## src/rtl/uart_pkg.sv

```systemverilog
// Shared UART definitions: transmitter state encoding, line levels and the
// parity helper that the receiver will reuse.
package uart_pkg;

   typedef enum logic [2:0] {
      IDLE,
      WAIT,
      START,
      DATA,
      PARITY,
      STOP
   } tx_state_t;

   localparam logic LINE_IDLE     = 1'b1;
   localparam logic LINE_START    = 1'b0;
   localparam int   MAX_DATA_BITS = 9;

   // Narrower words must be zero-extended by the caller so unused bits do not
   // disturb the XOR.
   function automatic logic calc_parity(input logic [MAX_DATA_BITS-1:0] data,
                                        input logic                      odd);
      return (^data) ^ odd;
   endfunction

endpackage

```

## src/rtl/uart_tx.sv

```systemverilog
// UART transmitter: one byte per valid/ready handshake, shifted out LSB-first
// with start, optional parity and 1..2 stop bits, each bit aligned to tick_baud.
module uart_tx
   import uart_pkg::*;
#(
   parameter int DATA_BITS  = 8,
   parameter int PARITY_EN  = 0,
   parameter int PARITY_ODD = 0,
   parameter int STOP_BITS  = 1
) (
   input  logic                 clk,
   input  logic                 rst,
   input  logic                 tick_baud,
   input  logic [DATA_BITS-1:0] tx_data,
   input  logic                 tx_valid,
   output logic                 tx_ready,
   output logic                 tx_busy,
   output logic                 tx_done,
   output logic                 tx_serial
);

   localparam int CNT_W = $clog2(DATA_BITS);
   localparam logic [CNT_W-1:0] LAST_BIT = CNT_W'(DATA_BITS - 1);
   localparam logic             LAST_STOP = 1'(STOP_BITS - 1);

   if (DATA_BITS < 5 || DATA_BITS > MAX_DATA_BITS) begin : g_bad_data_bits
      $fatal(1, "uart_tx: DATA_BITS must be 5..9");
   end
   if (STOP_BITS != 1 && STOP_BITS != 2) begin : g_bad_stop_bits
      $fatal(1, "uart_tx: STOP_BITS must be 1 or 2");
   end

   tx_state_t            state_q, state_d;
   logic [DATA_BITS-1:0] shift_q, shift_d;
   logic [CNT_W-1:0]     bit_cnt_q, bit_cnt_d;
   logic                 stop_cnt_q, stop_cnt_d;
   logic                 parity_q, parity_d;
   logic                 serial_q, serial_d;
   logic                 ready_q, ready_d;
   logic                 busy_q, busy_d;
   logic                 done_q, done_d;
   logic                 accept;

   assign accept = tx_valid && ready_q;

   always_ff @(posedge clk or posedge rst) begin
      if (rst) begin
         state_q    <= IDLE;
         shift_q    <= '0;
         bit_cnt_q  <= '0;
         stop_cnt_q <= 1'b0;
         parity_q   <= 1'b0;
         serial_q   <= LINE_IDLE;
         ready_q    <= 1'b1;
         busy_q     <= 1'b0;
         done_q     <= 1'b0;
      end else begin
         state_q    <= state_d;
         shift_q    <= shift_d;
         bit_cnt_q  <= bit_cnt_d;
         stop_cnt_q <= stop_cnt_d;
         parity_q   <= parity_d;
         serial_q   <= serial_d;
         ready_q    <= ready_d;
         busy_q     <= busy_d;
         done_q     <= done_d;
      end
   end

   // Only the accept ignores tick_baud; a tick in the accept cycle is dropped
   // because the FSM is still in IDLE on that edge.
   always_comb begin
      state_d = state_q;
      unique case (state_q)
         IDLE:    if (accept) state_d = WAIT;
         WAIT:    if (tick_baud) state_d = START;
         START:   if (tick_baud) state_d = DATA;
         DATA:    if (tick_baud && bit_cnt_q == LAST_BIT)
                     state_d = (PARITY_EN != 0) ? PARITY : STOP;
         PARITY:  if (tick_baud) state_d = STOP;
         STOP:    if (tick_baud && stop_cnt_q == LAST_STOP) state_d = IDLE;
         default: state_d = IDLE;
      endcase
   end

   // Registered outputs and datapath: each value is the level for the bit that
   // starts on this edge.
   always_comb begin
      shift_d    = shift_q;
      bit_cnt_d  = bit_cnt_q;
      stop_cnt_d = stop_cnt_q;
      parity_d   = parity_q;
      serial_d   = serial_q;
      ready_d    = ready_q;
      busy_d     = busy_q;
      done_d     = 1'b0;
      unique case (state_q)
         IDLE: begin
            serial_d = LINE_IDLE;
            if (accept) begin
               shift_d  = tx_data;
               parity_d = calc_parity(MAX_DATA_BITS'(tx_data), PARITY_ODD != 0);
               ready_d  = 1'b0;
               busy_d   = 1'b1;
            end
         end
         WAIT: if (tick_baud) serial_d = LINE_START;
         START: if (tick_baud) begin
            serial_d  = shift_q[0];
            bit_cnt_d = '0;
         end
         DATA: if (tick_baud) begin
            if (bit_cnt_q == LAST_BIT) begin
               serial_d   = (PARITY_EN != 0) ? parity_q : LINE_IDLE;
               stop_cnt_d = 1'b0;
            end else begin
               shift_d   = shift_q >> 1;
               serial_d  = shift_q[1];
               bit_cnt_d = bit_cnt_q + CNT_W'(1);
            end
         end
         PARITY: if (tick_baud) begin
            serial_d   = LINE_IDLE;
            stop_cnt_d = 1'b0;
         end
         STOP: if (tick_baud) begin
            if (stop_cnt_q == LAST_STOP) begin
               ready_d = 1'b1;
               busy_d  = 1'b0;
               done_d  = 1'b1;
            end else begin
               stop_cnt_d = stop_cnt_q + 1'b1;
            end
         end
         default: serial_d = LINE_IDLE;
      endcase
   end

   assign tx_serial = serial_q;
   assign tx_ready  = ready_q;
   assign tx_busy   = busy_q;
   assign tx_done   = done_q;

endmodule

```

## config.mk

```make
export PLATFORM = sky130hd
export DESIGN_NAME = uart_tx
export DESIGN_NICKNAME = d
export VERILOG_FILES = /design/src/rtl/uart_pkg.sv /design/src/rtl/uart_tx.sv
export SDC_FILE = /design/constraint.sdc
export NUM_CORES = 1
export LEC_CHECK = 0
export ABC_CLOCK_PERIOD_IN_PS = 3600
export CAP_MARGIN = 20
export CORE_MARGIN = 2
export CORE_UTILIZATION = 55
export DETAILED_ROUTE_END_ITERATION = 7
export GPL_ROUTABILITY_DRIVEN = 0
export PLACE_DENSITY = 0.9
export SYNTH_ARGS = -nofsm -noshare
export SYNTH_HDL_FRONTEND = slang
export SYNTH_SLANG_ARGS = --single-unit
```

## constraint.sdc

```tcl
create_clock -name clk -period 3.6 [get_ports clk]
set_input_delay 0.36 -clock clk [delete_from_list [all_inputs] [get_ports clk]]
set_output_delay 0.36 -clock clk [all_outputs]
set_load 0.01 [all_outputs]
```

==> impl_metrics.ini <==
[global_routing]
grt-busiest-layer = met2
grt_usage = 0.206
use_met1 = 0.251
grt_pass1_vias = 744
grt_max_degree = 19
antenna_found_initial = 0
use_met2 = 0.362
grt_overflow = 0
gr-usage-met3 = 0.0377
grt_first_pass_wirelength_mm = 3.25

[synthesis]
ys_seq_area_frac = 0.434
synth_cell_types = 35
synth_flop_cell = dfrtp_1
synth_fp_nets = 113
synth_area_leaders = dfrtp_1 (38%), mux2i_1 (6.7%), a2bb2oi_1 (5.9%)
synth_top_area_cell = dfrtp_1
synth-seq-cells = 18
yosys.area.top_type_share = 0.384
synth-async-reset-ratio = 1.00
synth_top_cells_by_count = dfrtp_1 (16), nand2b_1 (9)
syn_area_um2 = 1040
yosys_warnings = 0
synth_edf_count = 0
avgSynthCellArea_um2 = 10.5
syn_inst = 99
yosys.cell_count.top_type = dfrtp_1

[clock_network]
clk_latency_ps = 300
path_clk_slew_ps = 110
htreeDepth = 1
tritoncts = done
clockRootBuffer = clkbuf_4
post_cts.repair.setup_buffers = 0
cts.sinks = 18
cts_hold_buf = 0
numCtsBuffers = 3
cts_resized = 0
cts_max_path_buffers = 2

[floorplan]
num_rows = 15
initial_utilization = 0.591
die_w_um = 47.6
dieArea_um2 = 2260
io_pins = 16
dieHeight_um = 47.6
core_area_um2 = 1760

[placement]
port_buffers = 15
dp_hpwl_mm = 1.44

[route]
dr.first_iter.drc_count = 20
ant_nets = 0
via_per_inst = 5.80
drtPass1Iterations = 4
wl_mm = 2.03
drcViolationCount = 0
vias = 794
wire_per_inst_um = 14.8

[critical_path]
rrSetupSlack_ps = 1530
worst_r2r_path_depth = 5
required_ps = 3750
path_cells = ha_1 > ha_1 > nand3b_2 > a21oi_1 > a2bb2oi_1
cp-end-kind = register
critical_path_class = register to register
cpPeakStageDelay_ps = 560
critPathSlowestCell = a21oi_1
r2r-start = bit_cnt_q[0]$_DFFE_PP0P_
worstPathArrival_ps = 2220
cp_common_cell = ha_1
critPathMaxFanout = 9
reg2reg_to = shift_q[3]$_DFFE_PP0P_
cp-startpoint = bit_cnt_q[0]$_DFFE_PP0P_
start_kind = register

[layout]
nNetsFinal = 127
nFillCells = 147
drive_above_1_share = 0.0982
area_growth_pct = 16.5
diodes = 0

[power]
ir_drop_mv = 0.212
power_density_nw_per_um2 = 284
leakagePower_nw = 0.504
total_power_mw = 0.346

[timing]
finalSetupViolations = 0
hold_viol = 0
fin_tns_setup_ps = 0
tightest_slew_ps = 672
layout_min_cycle_time_ps = 2070
slew_violations = 0
slew_headroom = 0.552
clock_skew_ps = 9.47
max_freq_mhz = 483
rsz0062_at_grt = false
fin_crit_sh = 0.575

[outcome]
status = complete, no violations

[hold_path]
hp-class = input port to asynchronous set/reset pin

[job]
max_cap_viol_count = 0
-- how the worst max path moves through the flow --
stage          slack (ps)                endpoint  cells after the start
6_report             1530  shift_q[3]$_DFFE_PP0P_                      5
5_1_grt              1370  shift_q[0]$_DFFE_PP0P_                      5
4_1_cts              1540  shift_q[3]$_DFFE_PP0P_                      5
3_5_place_dp         1490  shift_q[3]$_DFFE_PP0P_                      4
3_3_place_gp         1630  shift_q[3]$_DFFE_PP0P_                      4
2_1_floorplan        1890  shift_q[0]$_DFFE_PP0P_                      5
-- final cells by class --
type / instances / area, µm² / area share
Inverter: 7 / 26.3 / 0.0216
Timing Repair Buffer: 15 / 150 / 0.123
Sequential cell: 18 / 453 / 0.372
Tap cell: 25 / 31.3 / 0.0257
Multi-Input combinational cell: 68 / 529 / 0.435
Clock buffer: 4 / 26.3 / 0.0216
-- flip-flops by register name (all words and copies together) (netlist names) --
register,count
state_q,3
bit_cnt_q,3
tx_busy,1
shift_q,8
tx_serial,1
tx_done,1
tx_ready,1
-- metal layers --
metal / share of wire / up-vias
met3: 0.039 / 2
met4: 0.0059 / 0
met2: 0.52 / 24
li1: - / 383
met5: 0 / -
met1: 0.43 / 385
-- cell families (layout without fill, tap and decap cells) --
group | Yosys count | after routing | synth area share
AND/OR/NAND/NOR | 28 | 28 | 0.182
AO/OA/AOI/OAI | 31 | 31 | 0.234
adder cells (fa/ha/maj) | 2 | 2 | 0.0240
buffers and inverters | 13 | 26 | 0.0588
multiplexers | 7 | 7 | 0.0671
flip-flops | 18 | 18 | 0.434
-- per-stage QoR --
stage | hold slack [ps] | worst slack [ps] | area, µm² | cells | util
6_report | 454 | 1530 | 1220 | 137 | 0.689
5_1_grt | 523 | 1370 | 1220 | 137 | 0.689
4_1_cts | 487 | 1540 | 1220 | 137 | 0.689
3_5_place_dp | 521 | 1490 | 1190 | 133 | 0.674
3_3_place_gp | 501 | 1630 | 1190 | 133 | 0.674
2_1_floorplan | 297 | 1890 | 1040 | 99 | -
-- report_power, final --
group,switching [mW],internal [mW]
sequential,0.00260,0.207
clock,0.0626,0.0431
combinational,0.0130,0.0179
-- worst max-delay path, delay by kind of cell (launching register included) --
kind	cells	cell delay [ps]
AOI/OAI and AO/OA	2	710
adders and majority gates	2	490
DFF	1	430
and+or+nand+nor	1	290
-- placed cells by master (no fill, tap or decap), drive strengths merged, types with 2 or more instances in the layout --
cell and count:
dfstp 2, a21oi 3, nor2b 2, and3b 2, inv 7, clkbuf 4, mux2i 7, ha 2
a211oi 2, nand2b 9, a22o 2, nor2 3, a2bb2oi 7, nand3b 3, or2 2, clkdlybuf4s50 15
dfrtp 16, nand2 4, o21ai 7
Note: power is estimated with default switching activity, not from simulation.
